--- src/rtl/uart_rx_frame_check.sv ---
// UART RX frame checker: deserialises data bits, checks optional parity and STOP_BITS stop bits.
// Define UART_BRK_DET_EN to compile in break detection; otherwise brk_det is tied to 0.
module uart_rx_frame_check #(
   parameter int DATA_WIDTH = 8,
   parameter int STOP_BITS  = 1
) (
   input  logic                  CLK,
   input  logic                  RST,
   input  logic                  frm_start,
   input  logic                  bit_vld,
   input  logic                  sampled_bit,
   input  logic                  par_en,
   input  logic                  par_typ,
   output logic [DATA_WIDTH-1:0] data_out,
   output logic                  data_vld,
   output logic                  par_err,
   output logic                  stp_err,
   output logic                  brk_det,
   output logic                  busy,
   output logic [1:0]            state_dbg
);

   localparam int CW = $clog2(DATA_WIDTH) + 1;

   typedef enum logic [1:0] {IDLE = 2'd0, DATA = 2'd1, PAR = 2'd2, STOP = 2'd3} state_t;

   state_t                state, state_nxt;
   logic [CW-1:0]         cnt;
   logic [DATA_WIDTH-1:0] sh;
   logic                  par_run, par_bad, stp_bad, stp_cnt;
   logic                  par_en_l, par_typ_l;
   logic                  commit, last_data, last_stop;

   assign last_data = (cnt == CW'(DATA_WIDTH - 1));
   assign last_stop = (stp_cnt == 1'(STOP_BITS - 1));
   assign busy      = (state != IDLE);
   assign state_dbg = state;

   always_ff @(posedge CLK or negedge RST) begin
      if (!RST) state <= IDLE;
      else      state <= state_nxt;
   end

   // frm_start wins over bit_vld in every state, which also aborts a frame in progress.
   always_comb begin
      state_nxt = state;
      commit    = 1'b0;
      if (frm_start) begin
         state_nxt = DATA;
      end else if (bit_vld) begin
         case (state)
            DATA:    if (last_data) state_nxt = par_en_l ? PAR : STOP;
            PAR:     state_nxt = STOP;
            STOP: begin
               if (last_stop) begin
                  state_nxt = IDLE;
                  commit    = 1'b1;
               end
            end
            default: state_nxt = state;
         endcase
      end
   end

   always_ff @(posedge CLK or negedge RST) begin
      if (!RST) begin
         cnt       <= '0;
         sh        <= '0;
         par_run   <= 1'b0;
         par_bad   <= 1'b0;
         stp_bad   <= 1'b0;
         stp_cnt   <= 1'b0;
         par_en_l  <= 1'b0;
         par_typ_l <= 1'b0;
         data_out  <= '0;
         data_vld  <= 1'b0;
         par_err   <= 1'b0;
         stp_err   <= 1'b0;
      end else begin
         data_vld <= 1'b0;
         if (frm_start) begin
            par_en_l  <= par_en;
            par_typ_l <= par_typ;
            cnt       <= '0;
            sh        <= '0;
            par_run   <= 1'b0;
            par_bad   <= 1'b0;
            stp_bad   <= 1'b0;
            stp_cnt   <= 1'b0;
         end else if (bit_vld) begin
            case (state)
               DATA: begin
                  sh      <= {sampled_bit, sh[DATA_WIDTH-1:1]};
                  par_run <= par_run ^ sampled_bit;
                  cnt     <= cnt + CW'(1);
               end
               PAR: par_bad <= par_run ^ sampled_bit ^ par_typ_l;
               STOP: begin
                  stp_bad <= stp_bad | ~sampled_bit;
                  stp_cnt <= stp_cnt + 1'b1;
                  if (commit) begin
                     data_out <= sh;
                     data_vld <= 1'b1;
                     par_err  <= par_en_l & par_bad;
                     stp_err  <= stp_bad | ~sampled_bit;
                  end
               end
               default: ;
            endcase
         end
      end
   end

`ifdef UART_BRK_DET_EN
   logic nz, stop0_zero;

   // nz remembers any 1 seen in data or parity; stop0_zero holds the first stop bit.
   always_ff @(posedge CLK or negedge RST) begin
      if (!RST) begin
         nz         <= 1'b0;
         stop0_zero <= 1'b0;
         brk_det    <= 1'b0;
      end else if (frm_start) begin
         nz         <= 1'b0;
         stop0_zero <= 1'b0;
      end else if (bit_vld) begin
         if (state == DATA || state == PAR) nz <= nz | sampled_bit;
         if (state == STOP && stp_cnt == 1'b0) stop0_zero <= ~sampled_bit;
         if (commit)
            brk_det <= ~nz & ((stp_cnt == 1'b0) ? ~sampled_bit : stop0_zero);
      end
   end
`else
   assign brk_det = 1'b0;
`endif

endmodule

--- config.mk ---
export PLATFORM = sky130hd
export DESIGN_NAME = uart_rx_frame_check
export DESIGN_NICKNAME = d
export VERILOG_FILES = /design/src/rtl/uart_rx_frame_check.sv
export SDC_FILE = /design/constraint.sdc
export NUM_CORES = 1
export LEC_CHECK = 0
export CORE_MARGIN = 2
export CORE_UTILIZATION = 50
export CTS_CLUSTER_DIAMETER = 60
export DETAILED_ROUTE_END_ITERATION = 7
export HOLD_SLACK_MARGIN = 0.05
export PLACE_DENSITY = 0.75
export SLEW_MARGIN = 30
export SYNTH_ARGS = -nofsm -noshare
export SYNTH_HDL_FRONTEND = slang
export SYNTH_SLANG_ARGS = --single-unit
export TNS_END_PERCENT = 100
--- constraint.sdc ---
create_clock -name CLK -period 1.9 [get_ports CLK]
set_input_delay 0.38 -clock CLK [delete_from_list [all_inputs] [get_ports CLK]]
set_output_delay 0.38 -clock CLK [all_outputs]
set_load 0.005 [all_outputs]
==> metrics, run 1 <==
number of antenna violations at the first check in global routing 0; final core area utilization 62.7%; post-CTS clock slew at the launch and capture registers of the worst setup and hold paths 0.09 ns; type of the most critical hold path input port to asynchronous set/reset pin; TritonCTS sink count 31; fraction of the mapped netlist area in simple logic gates 14.1%; final std cells w/o fill 188; die height 58.2 µm; wire length of the first global-routing pass 4.63 mm; IO Port Bufs 20; multiplexer share of the synthesized area 9.63%; number of global-route vias before repair 1,016; Final Setup Violations 0; most common flop cell mapped by yosys sky130_fd_sc_hd__dfrtp_1; initial standard-cell utilization of the core 52.8%; CP Data Required Time 1.52 ns; final hold violations 0; minimum setup slack after placement 0.119 ns; fraction of the mapped netlist area in compound gates 8.44%; number of max-slew violations in the final report 0; remaining number of nets flagged by the antenna check after routing 0; setup TNS 0 ns; most frequent standard cell in the layout excluding fill and tap cells sky130_fd_sc_hd__dfrtp_1; number of DRC markers in iteration 0 24; register area 778 µm²; Cell Count Post-Placement 178; Achievable Freq 581 MHz; register bit total from synthesis 31; die footprint 0.00338 mm²; fraction of layout instances using a drive strength above 1 19.1%; post-synthesis share of cell area spent on full adders, half adders and majority gates 5.12%; launch point of the worst reg-to-reg path state_dbg[0]; placeable core region 0.00278 mm²; HPWL after detailed placement 1.78 mm; Vias per Instance 5.37; io pins 22; final clock period utilization by the worst path 90.6%; unrepaired setup endpoints after global routing false; total detailed-routing wirelength 2.67 mm; total power per unit cell area 1050 mW/mm²; kind of end point of the critical path primary output; final net count 169; insertion delay to the later sink of the worst-skew pair 0.32 ns; max cap viols 0; synthesized area per cell 11.3 µm²; overall fraction of global-route tracks in use 18.4%; number of hold buffers added after CTS 0; proportion of synthesized chip area in sequential cells 52.9%; Pre-antenna DRT Iters 4; worst flop-to-flop path endpoint state_dbg[1]; library cell used as clock root buffer sky130_fd_sc_hd__clkbuf_4; Ant. Diodes 0; Cell variety after synth 32; routed length per instance 14.2 µm; sort of element at the start of the critical path flip-flop; overflow left after global routing 0; number of buffers between clock root and the deepest sink 2; site row count 19; mapped cell area 0.00147 mm²; largest family of logic cells by synthesized area simple AND/OR/NAND/NOR gates; number of vias after detailed routing 1,009; overall power of the completed layout 0.00183 W; Multi-input gate area 603 µm²; x dimension of the die 58.2 µm; setup slack on the worst flop-to-flop path 0.19 ns; commonest cells after routing, fill and taps aside sky130_fd_sc_hd__dfrtp_1, sky130_fd_sc_hd__nand2_1, sky130_fd_sc_hd__clkdlybuf4s50_1; shortest period the worst path allows 1.72 ns; leakage 0.790 nW; H-tree depth 2; IR Drop Worst-Case VDD 0.000755 V; Layout fillers 221; EDFF count, synth 0; number of nets produced by synthesis 143; crit path DAT 1.34 ns; gate count after technology mapping 130; xor and xnor fraction of the mapped netlist area 3.58%; count of synthesis-stage warnings from yosys 0; min setup slack post-route 0.179 ns; synthesis-to-layout area growth 18.8%; crit-path max FO 7; DRC errors left 0; share of async-settable or async-resettable flops after synthesis 100%; run status completed; Worst Reg2Reg Path Length in Cells 5; maximum number of pins on one net before global-route repair 32; Inserted Clock Buffers 5; kind of critical path flip-flop to primary output; clock tree from TritonCTS done; final estimated routing congestion in global placement 0.788; largest clock skew in the final design 0.00560 ns
==> synthesized netlist by cell type (4+ instances only) <==
cell type,number,area [µm²]
sky130_fd_sc_hd__mux2_2,5,56.3
sky130_fd_sc_hd__buf_2,4,20.0
sky130_fd_sc_hd__ha_1,6,75.1
sky130_fd_sc_hd__nand3_1,4,20.0
sky130_fd_sc_hd__dfrtp_1,31,776
sky130_fd_sc_hd__inv_1,5,18.8
sky130_fd_sc_hd__nor2_1,7,26.3
sky130_fd_sc_hd__a21oi_1,11,55.1
sky130_fd_sc_hd__mux2_4,5,75.1
sky130_fd_sc_hd__nand2_1,21,78.8
sky130_fd_sc_hd__xor2_1,4,35.0
==> logic make-up after synthesis <==
kind of cell	after synthesis
simple gates	42
flops	31
compound gates	20
buf+inv	13
mux	11
fa+ha+maj	6
xor+xnor	6
other cells	1
==> how the worst max path moves through the flow <==
| stage | startpoint | to | slack (ns) |
|---|---|---|---|
| finish | state_dbg[0] | state_dbg[0] | 0.18 |
| global route | state_dbg[0] | state_dbg[0] | 0.13 |
| CTS | state_dbg[1] | busy | 0.04 |
| detailed placement | bit_vld | data_out[6] | 0.12 |
| global placement | bit_vld | data_out[0] | 0.16 |
| floorplan | state_dbg[0] | state_dbg[1] | 0.27 |
==> layer usage <==
| layer | vias up | part of all wire [%] | GRT usage [%] |
|---|---|---|---|
| met2 | 31 | 48 | 29.7 |
| li1 | 490 | - | - |
| met3 | 8 | 4.7 | 4.69 |
| met5 | - | 0 | 0 |
| met1 | 480 | 45 | 23.3 |
| met4 | 0 | 1.8 | 7.97 |
==> where the power goes <==
part           internal [W]  switching [W]  leakage, nW  total, W
sequential         0.000756      0.0000600        0.415  0.000816
clock              0.000144       0.000216       0.0293  0.000360
combinational      0.000332       0.000319        0.346  0.000651
==> repair_timing <==
action,4_1_cts,5_1_grt
buffers inserted,2,0
pin swaps,0,0
gates resized for setup,2,2
endpoints found under the setup margin,1,1
==> final cells by class <==
class,count,share of cell area (%)
clock buffers,7,2.58
clock inverters,1,0.287
repair buffers,27,14.6
flip-flops and latches,31,44.6
inverters,5,1.08
multi-input cells,86,34.6
well taps,31,2.22
==> sequential cells by signal, summed over array words and instances, names as in the netlist <==
signal / cells
stp_err: 1
par_run: 1
stp_bad: 1
cnt: 4
sh: 8
stp_cnt: 1
state_dbg: 2
par_err: 1
data_out: 8
par_bad: 1
par_typ_l: 1
data_vld: 1
par_en_l: 1
==> metrics by stage <==
step           cell area, µm²  hold slack, ns
5_1_grt                  1740           0.462
3_5_place_dp             1670           0.495
2_1_floorplan            1470          0.0844
3_3_place_gp             1670           0.489
4_1_cts                  1740           0.452
6_report                 1740           0.440
==> critical path: stages, from the launching register on <==
cell and delay (ns):
sky130_fd_sc_hd__dfrtp_2 0.37, sky130_fd_sc_hd__buf_4 0.15, sky130_fd_sc_hd__clkdlybuf4s50_1 0.50
No activity file was read; power rests on OpenSTA's default activity.
==> inputs of run 2 (changes only) <==
--- a/config.mk
+++ b/config.mk
@@ -6,11 +6,11 @@
 export NUM_CORES = 1
 export LEC_CHECK = 0
 export CORE_MARGIN = 2
-export CORE_UTILIZATION = 50
+export CORE_UTILIZATION = 35
 export CTS_CLUSTER_DIAMETER = 60
 export DETAILED_ROUTE_END_ITERATION = 7
 export HOLD_SLACK_MARGIN = 0.05
-export PLACE_DENSITY = 0.75
+export PLACE_DENSITY = 0.56
 export SLEW_MARGIN = 30
 export SYNTH_ARGS = -nofsm -noshare
 export SYNTH_HDL_FRONTEND = slang
==> metrics, run 2 (same netlist as run 1, synthesis figures left out) <==
sort of element at the start of the critical path flip-flop; wire length of the first global-routing pass 4.52 mm (-2.4%); x dimension of the die 68.8 µm (+18%); fraction of layout instances using a drive strength above 1 22.4% (+3.3 points); HPWL after detailed placement 1.89 mm (+6.4%); final estimated routing congestion in global placement 0.769 (-2.4%); commonest cells after routing, fill and taps aside sky130_fd_sc_hd__dfrtp_1, sky130_fd_sc_hd__nand2_1, sky130_fd_sc_hd__clkdlybuf4s50_1; Inserted Clock Buffers 5 (unchanged); overall fraction of global-route tracks in use 13.1% (-5.3 points); slowest stage delay, CP 0.48 ns (-0.02 ns); overflow left after global routing 0 (unchanged); Layout fillers 386 (+75%); IR Drop Worst-Case VDD 0.000461 V (-39%); number of max-slew violations in the final report 0 (unchanged); library cell used as clock root buffer sky130_fd_sc_hd__clkbuf_8; number of vias after detailed routing 991 (-1.8%); number of hold buffers added after CTS 0 (unchanged); final clock period utilization by the worst path 97.2% (+6.6 points); most frequent standard cell in the layout excluding fill and tap cells sky130_fd_sc_hd__dfrtp_1; kind of critical path flip-flop to primary output; final net count 173 (+2.4%); total detailed-routing wirelength 2.75 mm (+2.8%); IO Port Bufs 20 (unchanged); post-CTS clock slew at the launch and capture registers of the worst setup and hold paths 0.07 ns (-0.02 ns); final hold violations 0 (unchanged); Pre-antenna DRT Iters 4 (unchanged); die height 68.8 µm (+18%); Fin Hold WS 0.489 ns (+0.0495 ns); CP Data Required Time 1.52 ns (about the same); Top cell by count, worst path sky130_fd_sc_hd__inv_1; Ant. Diodes 0 (unchanged); type of the most critical hold path input port to asynchronous set/reset pin; site row count 23 (+4); crit-path max FO 5 (-2); synthesis-to-layout area growth 26.9%; Vias per Instance 4.70 (-12%); shortest period the worst path allows 1.85 ns (+0.126 ns); H-tree depth 2 (unchanged); Final Setup Violations 0 (unchanged); largest clock skew in the final design 0.00722 ns (+0.00162 ns); initial standard-cell utilization of the core 36.4% (-16 points); leading registers by flop count data_out x8, sh x8, cnt x4; maximum number of pins on one net before global-route repair 32 (unchanged); GR Util met1 17.1% (-6.2 points); most congested layer reported by global routing met2; leakage 0.838 nW (+6.1%); number of DRC markers in iteration 0 49 (+100%); crit path DAT 1.47 ns (+0.13 ns); number of buffers between clock root and the deepest sink 2 (unchanged); clock tree from TritonCTS done; Critical Path, Cell by Cell inv_1 -> ha_1 -> inv_1 -> clkdlybuf4s50_1; placeable core region 0.00403 mm² (+45%); run status completed; die footprint 0.00473 mm² (+40%); number of antenna violations at the first check in global routing 0 (unchanged); io pins 22 (unchanged); total power per unit cell area 1160 mW/mm² (+11%); max cap viols 0 (unchanged); met3 Resource Use GR 4.38% (-0.30 points); remaining number of nets flagged by the antenna check after routing 0 (unchanged); setup TNS 0 ns (unchanged); number of global-route vias before repair 974 (-4.1%); kind of end point of the critical path primary output; insertion delay to the later sink of the worst-skew pair 0.28 ns (-0.04 ns); routed length per instance 13.0 µm (-8.4%); Achievable Freq 541 MHz (-6.8%); slowest stage cell on the critical path sky130_fd_sc_hd__clkdlybuf4s50_1; DRC errors left 0 (unchanged); GRT met2 Usage 20.8% (-8.9 points); TritonCTS sink count 31 (unchanged)
run 2: cell count changes in the layout (fill, tap and decap cells not counted):
cell / delta
sky130_fd_sc_hd__clkbuf_8: +6
sky130_fd_sc_hd__clkbuf_4: -5
sky130_fd_sc_hd__buf_4: +4
sky130_fd_sc_hd__clkbuf_1: -2
sky130_fd_sc_hd__bufinv_16: +1
sky130_fd_sc_hd__clkdlybuf4s50_1: +1
sky130_fd_sc_hd__dlymetal6s2s_1: -1
run 2: where the power goes:
group	switching [W]	total, W	internal [W]
logic	0.000294	0.000661	0.000367
clock network	0.000239	0.000663	0.000424
registers	0.0000802	0.000838	0.000758
total	0.000613	0.00216	0.00155
run 2: cell type report:
cell class / instances / area (µm²) / share of cell area (%)
Sequential cell: 31 / 778 / 41.8
Multi-Input combinational cell: 86 / 603 / 32.4
Timing Repair Buffer: 31 / 283 / 15.2
Clock buffer: 6 / 82.6 / 4.43
Tap cell: 50 / 62.6 / 3.36
Clock inverter: 2 / 35.0 / 1.88
Inverter: 5 / 18.8 / 1.01
run 2: metal layers:
layer	wire length (µm)	vias to the layer above	part of all wire (%)
met5	0	-	0
met4	0	0	0
met3	70	0	2.6
met2	1360	12	50
met1	1320	483	48
li1	-	496	-
run 2: what timing repair did:
action	in CTS	in global routing
setup buffers	0	6
gates resized for setup	2	1
endpoints found under the setup margin	1	1
run 2: metrics by stage:
step | utilization, % | instances | instance area (µm²) | power (W) | worst slack (ns)
4_1_cts | 45.1 | 205 | 1820 | 0.00210 | 0.00122
3_3_place_gp | 42.1 | 197 | 1700 | 0.00142 | 0.130
5_1_grt | 46.2 | 211 | 1860 | 0.00230 | -0.00677
2_1_floorplan | - | 130 | 1470 | 0.00121 | 0.273
3_5_place_dp | 42.1 | 197 | 1700 | 0.00143 | 0.0909
6_report | 46.2 | 211 | 1860 | 0.00216 | 0.0530
run 2: final timing paths:
kind	startpoint	end	slack (ns)	cells past startpoint
max	state_dbg[1]	busy	0.05	4
min	RST	cnt[1]	0.49	2
max reg2reg	state_dbg[1]	state_dbg[1]	0.25	5
min reg2reg	sh[0]	data_out[0]	0.51	1
max in group asynchronous	RST	state_dbg[1]	1.11	2
min in group CLK	sh[0]	data_out[0]	0.51	1
run 2: worst max-delay path: cells and delay by family, from the launching register on:
kind	cells	cell delay (ns)
buffers and inverters	3	0.61
flip-flops	1	0.39
adder cells (fa/ha/maj)	1	0.18
